File: config.mk
export PLATFORM = sky130hd
export DESIGN_NAME = hci_ecc_scrubber
export DESIGN_NICKNAME = d
export VERILOG_FILES = /design/src/rtl/hci_ecc_scrubber.sv
export SDC_FILE = /design/constraint.sdc
export NUM_CORES = 1
export LEC_CHECK = 0
export CAP_MARGIN = 10
export CELL_PAD_IN_SITES_DETAIL_PLACEMENT = 0
export CELL_PAD_IN_SITES_GLOBAL_PLACEMENT = 1
export CORE_MARGIN = 8
export CORE_UTILIZATION = 36
export DETAILED_ROUTE_END_ITERATION = 10
export PLACE_DENSITY_LB_ADDON = 0.1
export SETUP_SLACK_MARGIN = 0.05
export SLEW_MARGIN = 20
export SYNTH_ARGS = -nofsm -noshare
export SYNTH_HDL_FRONTEND = slang
export SYNTH_SLANG_ARGS = --single-unit
File: constraint.sdc
create_clock -name clk_i -period 5.76 [get_ports clk_i]
set_input_delay 0.576 -clock clk_i [delete_from_list [all_inputs] [get_ports clk_i]]
set_output_delay 0.576 -clock clk_i [all_outputs]
set_load 0.02 [all_outputs]
File: src/rtl/hci_ecc_scrubber.sv
// Background ECC scrubber and bank port arbiter between the HCI interconnect and one
// ECC-protected bank: periodic scrub reads, writeback of corrected words, error pulses.
module hci_ecc_scrubber #(
    parameter int unsigned BankWords = 1024,
    parameter int unsigned AW        = $clog2(BankWords),
    parameter int unsigned DW        = 32,
    parameter int unsigned MaxStall  = 64
) (
    input  logic            clk_i,
    input  logic            rst_ni,
    input  logic            scrub_enable_i,
    input  logic [31:0]     scrub_interval_i,
    input  logic            in_req_i,
    output logic            in_gnt_o,
    input  logic [AW-1:0]   in_add_i,
    input  logic            in_wen_i,
    input  logic [DW-1:0]   in_wdata_i,
    input  logic [DW/8-1:0] in_be_i,
    output logic [DW-1:0]   in_r_data_o,
    output logic            in_r_valid_o,
    output logic            out_req_o,
    input  logic            out_gnt_i,
    output logic [AW-1:0]   out_add_o,
    output logic            out_wen_o,
    output logic [DW-1:0]   out_wdata_o,
    output logic [DW/8-1:0] out_be_o,
    input  logic [DW-1:0]   out_r_data_i,
    input  logic            out_r_valid_i,
    input  logic            ecc_correctable_err_i,
    input  logic            ecc_uncorrectable_err_i,
    output logic            scrub_correctable_o,
    output logic            scrub_uncorrectable_o,
    output logic            scrub_pass_done_o
);

    localparam int unsigned SW = $clog2(MaxStall + 1);

    typedef enum logic [1:0] {IDLE, READ, WAIT, WRITE} state_e;

    state_e          state_q, state_d;
    logic [AW-1:0]   addr_q, addr_d;
    logic [31:0]     cnt_q, cnt_d;
    logic [SW-1:0]   stall_q, stall_d;
    logic            owner_q, owner_d;
    logic [DW-1:0]   wb_data_q, wb_data_d;

    logic            scrub_active;
    logic            forced;
    logic            scrub_drive;
    logic            advance;
    logic            corr_c, uncorr_c, pass_c;

    // A disable only withdraws a pending read; an accepted writeback always completes.
    assign scrub_active = (state_q == WRITE) || ((state_q == READ) && scrub_enable_i);
    assign forced       = (stall_q == SW'(MaxStall));
    assign scrub_drive  = scrub_active && (!in_req_i || forced);

    always_comb begin
        state_d   = state_q;
        addr_d    = addr_q;
        cnt_d     = cnt_q;
        stall_d   = stall_q;
        wb_data_d = wb_data_q;
        owner_d   = scrub_drive && out_gnt_i;
        advance   = 1'b0;
        corr_c    = 1'b0;
        uncorr_c  = 1'b0;
        pass_c    = 1'b0;

        unique case (state_q)
            IDLE: begin
                stall_d = '0;
                if (!scrub_enable_i) begin
                    cnt_d = '0;
                end else if (cnt_q == scrub_interval_i) begin
                    cnt_d   = '0;
                    state_d = READ;
                end else begin
                    cnt_d = 32'(cnt_q + 32'd1);
                end
            end
            READ: begin
                if (!scrub_enable_i) begin
                    state_d = IDLE;
                    stall_d = '0;
                end else if (scrub_drive) begin
                    if (out_gnt_i) begin
                        state_d = WAIT;
                        stall_d = '0;
                    end
                end else begin
                    stall_d = SW'(stall_q + SW'(1));
                end
            end
            WAIT: begin
                if (out_r_valid_i && ecc_uncorrectable_err_i) begin
                    uncorr_c = 1'b1;
                    advance  = 1'b1;
                    state_d  = IDLE;
                end else if (out_r_valid_i && ecc_correctable_err_i) begin
                    corr_c    = 1'b1;
                    wb_data_d = out_r_data_i;
                    state_d   = WRITE;
                end else begin
                    advance = 1'b1;
                    state_d = IDLE;
                end
            end
            WRITE: begin
                if (scrub_drive) begin
                    if (out_gnt_i) begin
                        advance = 1'b1;
                        stall_d = '0;
                        state_d = IDLE;
                    end
                end else begin
                    stall_d = SW'(stall_q + SW'(1));
                end
            end
            default: state_d = IDLE;
        endcase

        if (advance) begin
            if (addr_q == AW'(BankWords - 1)) begin
                addr_d = '0;
                pass_c = 1'b1;
            end else begin
                addr_d = AW'(addr_q + AW'(1));
            end
        end
    end

    always_ff @(posedge clk_i or negedge rst_ni) begin
        if (!rst_ni) begin
            state_q   <= IDLE;
            addr_q    <= '0;
            cnt_q     <= '0;
            stall_q   <= '0;
            owner_q   <= 1'b0;
            wb_data_q <= '0;
        end else begin
            state_q   <= state_d;
            addr_q    <= addr_d;
            cnt_q     <= cnt_d;
            stall_q   <= stall_d;
            owner_q   <= owner_d;
            wb_data_q <= wb_data_d;
        end
    end

    // Bank port mux: interconnect passes straight through unless the scrubber owns the cycle.
    always_comb begin
        out_req_o   = in_req_i;
        out_add_o   = in_add_i;
        out_wen_o   = in_wen_i;
        out_wdata_o = in_wdata_i;
        out_be_o    = in_be_i;
        in_gnt_o    = out_gnt_i;
        if (scrub_drive) begin
            out_req_o   = 1'b1;
            out_add_o   = addr_q;
            out_wen_o   = (state_q == READ);
            out_wdata_o = wb_data_q;
            out_be_o    = '1;
            in_gnt_o    = 1'b0;
        end
    end

    assign in_r_valid_o          = owner_q ? 1'b0 : out_r_valid_i;
    assign in_r_data_o           = owner_q ? '0 : out_r_data_i;
    assign scrub_correctable_o   = corr_c;
    assign scrub_uncorrectable_o = uncorr_c;
    assign scrub_pass_done_o     = pass_c;

endmodule

==> Yosys cells after proc, flatten, opt, wreduce, memory -nomap -nowiden <==
Cells that the tools add are included.
Widths: inputs -> output; s select.
{ "totals": {"out_inout_bits": 85, "regBits": 84, "elab_cells": 71, "input_bits": 119} }
{ "op_classes": {"n_mux": 37, "eq_ne": 12, "reduce_logical": 12, "addsub": 3, "n_bitwise": 1} }
{ "op_table": {"columns": ["cell", "count"], "rows": [
  ["$mux 32", 4],
  ["$add 32x1->32 const B", 1],
  ["$eq 32x32->1", 1],
  ["$mux 7", 3],
  ["$pmux 7 s3", 1],
  ["$mux 10", 2],
  ["$mux 2", 9],
  ["$mux 1", 15],
  ["$add 10x1->10 const B", 1],
  ["$eq 10x10->1 const B", 1],
  ["$ne 2x2->1 const B", 4],
  ["$pmux 2 s4", 1],
  ["$add 7x1->7 const B", 1],
  ["$eq 7x7->1 const B", 1],
  ["$ne 3x3->1 const B", 2],
  ["$reduce_and 6->1", 1],
  ["$logic_and 1x1->1", 5],
  ["$eq 2x2->1 const B", 2],
  ["$mux 4", 1],
  ["$reduce_and 3->1", 1],
  ["$reduce_bool 3->1", 1],
  ["$eq 2x1->1 const B", 1],
  ["$logic_not 2->1", 1],
  ["$logic_or 1x1->1", 2],
  ["3 further kinds", 3]
]} }

==> Depth between registers and ports, before layout <==
{ "depth": {"word_depth": 7, "mapped_depth": 9, "mapped_depth_nobuf": 8} }

==> Worst setup path before layout <==
No wires, ideal clock.
{ "synth_path": {"kind": "reg-to-output", "start": "reg stall_q[0]", "end": "out out_add_o[0]", "setup_slack_ps": 3382, "path_buffers": 2, "arrival_time_ps": 1802, "required_ps": 5184, "stages_incl_launch_ff": 9, "path_cell_list": "dfrtp_1 > inv_1 > ha_1 > nand4bb_4 > o31ai_4 > nand2_1 > buf_2 > buf_2 > mux2_2"} }
{ "synth_via": {"elab_chain_len": 4} }
{ "synth_rtl": {"columns": ["element", "line", "text"], "rows": [
  ["start, declared", "43", "logic [SW-1:0] stall_q, stall_d;"],
  ["start signal, assigned", "145", "stall_q <= stall_d;"],
  ["$eq 7x7->1", "55", "assign forced = (stall_q == SW'(MaxStall));"],
  ["$logic_or 1x1->1", "56", "assign scrub_drive = scrub_active && (!in_req_i || forced);"],
  ["$logic_and 1x1->1", "56", null],
  ["$mux 10", "159", "if (scrub_drive) begin"],
  ["end, declared", "23", "output logic [AW-1:0] out_add_o,"]
]} }
Every way passes these cells.

==> Worst setup path after layout <==
{ "layout_path": {"start": "reg stall_q[0]", "end": "out out_wdata_o[8]"} }
{ "layout_via": {"elab_chain_len": 4} }
{ "layout_rtl": {"columns": ["element", "line", "text"], "rows": [
  ["$eq 7x7->1", "55", null],
  ["$logic_or 1x1->1", "56", null],
  ["$logic_and 1x1->1", "56", null],
  ["$mux 32", "159", null],
  ["end, declared", "25", "output logic [DW-1:0] out_wdata_o,"]
]} }
Every way passes these cells.

==> reports/summary.md <==
The run finished with clean final reports. The logs give 0.102 mV for the worst ir drop on vdd and 0 for the count of yosys warnings during synthesis. After detailed routing, the total wire length is 17300 um. After detailed routing, the number of vias per cell comes to 5.26.

The tree is rooted in a clkbuf_16. The critical path contains buffers and inverters numbering 2 combined. Entering global routing, the biggest net connects 85 pins.

The commonest cells after synthesis are dfrtp_1, mux2_2, nand2_1. For the latest clock arrival within the worst-skew pair, the log shows 0.35 ns. Adder-cell area share of the yosys netlist: 0.943%. The top cell family by delay on the critical path was buffers and inverters. The run gives 0 as the DRC violations left. In this run, synthesis inferred 0 flip-flops with an integrated enable. The multi-input combinational cells in the finished layout cover a total of 3050 um^2. Counting flops with an async set or reset pin after synthesis yields a share of 100%. The H-tree was split into 3 levels. Among all stages on the critical path, the largest delay is contributed by clkdlybuf4s50_1. The count of boundary I/O pins is 204, and the post-route minimum period is 3.77 ns. The tightest hold path in the finished design has a slack of 0.279 ns. In this run the tightest slew margin relative to its limit is 47.1%. Leaving out filler cells and counting taps, the final layout contains 913. In this run the power density over the cells is 185 nW/um^2. By area, the combinational part of the netlist is dominated by simple AND/OR/NAND/NOR gates.

The synthesized design spends more area on one cell type than any other, namely dfrtp_1. The synthesized net count was 658. Derived from the worst setup path, the maximum achievable clock frequency is 0.265 GHz. Cells with a size suffix above 1 make up 14.8% of the layout. The final cycle utilization of the critical path is 65.5%, and the worst slack at placement is 1.89 ns. STA puts the critical path data required time at 5.18 ns. Tracing the worst setup path back leads to its startpoint at stall_q[0]$_DFFE_PN0P_. The longest clock path from root to sink contains 2 buffers. In the final timing run, aggregate negative setup slack is 0 ns.

In this run, the number of DRC markers left after iteration 0 of detailed routing was 256. Walking the worst path, the cells encountered are inv_1 -> ha_1 -> nand4bb_4 -> o31ai_4 -> nand2_4 -> mux2_2 -> clkdlybuf4s50_1. Post-synthesis to final-layout area growth: 45.9%. For this run, the leading register cell type out of synthesis is dfrtp_1.

The area of the die is 18900 um^2, and the die height is 137 um. The critical-path maximum fanout is 48. Synthesis instantiated 51 different standard cells from the library. The area fraction of the dominant cell type after synthesis was 39.6%.

The layout has 1303 filler cells. The floorplan step set the die width to 137 um. Buffers inserted during clock tree synthesis total 9. Setup slack on the critical path of the routed design comes to 1.99 ns.

Buffers added to address setup during post-CTS repair amount to 0. Simple logic cell fraction of the synthesized area: 21.3%. Across every metal layer, demand over resource in global routing totals 17.8%. Synthesized area per cell: 9.92 um^2. The synthesized netlist devotes 13.2% of its cell area to compound gates. Final hold violation count: 0. The number of global-route vias before repair was 4703; the clock-pin slew on the worst setup and hold paths was 0.06 ns. The type of the most critical hold path is input port to async pin. The logs give 13200 um for the total half-perimeter wirelength after legalization and detailed placement and 0.00815 ns for the clock skew.

Synthesis inferred 84 register bits. Routability-driven placement finished with a final weighted congestion of 0.799. The delay of the slowest cell on the worst path works out to 0.61 ns.

For the final count of pins violating max slew, the log shows 0. The initial utilization of the core area, before any placement, comes to 36.6%. Setup repair after global routing left no endpoint under its margin. For the pin with the worst max-slew slack, the measured transition is 0.794 ns. The max-capacitance violation count was 0. The tools report the startpoint of the lowest-slack register-to-register path as cnt_q[15]$_DFFE_PN0N_. TritonCTS built the clock tree.

By area the synthesized netlist is led by dfrtp_1, mux2_2, xnor2_1. Setup violations remaining at the end of the flow were counted as 0. The initial antenna violation count was 0. After floorplanning, the core was sized to cover 14500 um^2. Data arrives at the worst endpoint at 3.19 ns. Type of destination of the critical path: an output pin.

The TritonCTS sink count is 84. The routed length per instance was 18.9 um; the antenna cell count was 0. The global route total overflow is 0. In the post-synthesis netlist, the cell with the most instances is dfrtp_1. The final route contains 4802 vias. The quantity of I/O buffers inserted on ports came out at 203. The floorplan has 44 rows. After synthesis the cells add up to 5310 um^2.

After synthesis, the share of cell area in mux cells is 15.9%. The logs give 0.00320 uW for the leakage power figure and 0 for the count of nets left with antenna violations after detail routing. The worst setup path is launched from a flop. Cts-stage hold buffer count: 0. The first global-routing pass estimated 26100 um of wire. The register area was 2100 um^2. The setup path with the least slack is of type flop to output pin.

The xor and xnor area share after synthesis is 5.94%, and the post-synthesis cell count is 535. Before antenna repair, the detailed router went through 5 iterations. The post-synthesis sequential area ratio is 39.6%. The placed instance count was 897; the post-cts repair resize count was 0. In the final design database the tool counted 847 nets.
[placed cells by master (no fill, tap or decap), types with 5 or more instances in the layout]
| cell | instances |
|---|---|
| and3_1 | 18 |
| and2_1 | 7 |
| nand3_1 | 24 |
| a21oi_1 | 8 |
| clkbuf_16 | 9 |
| a22o_1 | 16 |
| nand4_1 | 24 |
| o31ai_1 | 5 |
| nand2b_1 | 6 |
| nor2b_1 | 37 |
| mux2_2 | 75 |
| xnor2_1 | 36 |
| a21o_1 | 11 |
| clkdlybuf4s50_1 | 202 |
| a31oi_1 | 9 |
| nor2_1 | 24 |
| inv_1 | 9 |
| o211ai_1 | 5 |
| o21ai_0 | 24 |
| nand2_1 | 37 |
| dfrtp_1 | 83 |
[metrics by stage]
step                power (uW)  area (um^2)  utilization (%)
floorplan                  722         5310                -
detailed placement         897         7450             51.5
finish                    1430         7740             53.5
CTS                       1450         7730             53.4
global route              1490         7740             53.5
global placement           894         7450             51.5
[logic make-up after synthesis]
group,count (synthesis)
AO/OA/AOI/OAI,98
multiplexers,75
flip-flops,84
buffers and inverters,36
adder cells (fa/ha/maj),4
XOR/XNOR,36
AND/OR/NAND/NOR,202
[where the power goes]
| group | leakage, uW | switching (uW) | internal (uW) | total [uW] |
|---|---|---|---|---|
| combinational | 0.00192 | 113 | 160 | 272 |
| sequential | 0.00116 | 9.14 | 600 | 609 |
| clock | 0.000124 | 256 | 293 | 549 |
| total | 0.00320 | 378 | 1050 | 1430 |
[per-layer routing]
layer  vias up  share of wire (%)  GRT usage [%]
li1       2324                  -              -
met1      2304                 43           21.9
met2       159                 49           30.5
met3        15                7.1           3.65
met4         0                1.4           5.79
met5         -                  0              0
[state kept, by name, indices dropped and copies added (netlist names)]
register   flops
addr_q        10
state_q        2
wb_data_q     32
cnt_q         32
stall_q        7
owner_q        1
[layout make-up]
class / count / share of cell area [%]
clock inverter: 7 / 0.679
sequential: 84 / 27.2
inverter: 9 / 0.436
multi-input combinational: 415 / 39.4
timing repair buffer: 205 / 26.5
tap: 184 / 2.97
clock buffer: 9 / 2.91
[worst paths after layout]
| kind | end | slack (ns) | cells after the start |
|---|---|---|---|
| max | out_wdata_o[8] | 1.99 | 7 |
| min | wb_data_q[26]$_DFFE_PN0P_ | 0.28 | 1 |
| max reg2reg | cnt_q[26]$_DFFE_PN0N_ | 3.14 | 7 |
| min reg2reg | addr_q[8]$_DFFE_PN0P_ | 0.51 | 1 |
| max in group asynchronous | owner_q$_DFF_PN0_ | 4.90 | 1 |
| min in group clk_i | addr_q[8]$_DFFE_PN0P_ | 0.51 | 1 |
Note: power is estimated with default switching activity, not from simulation.
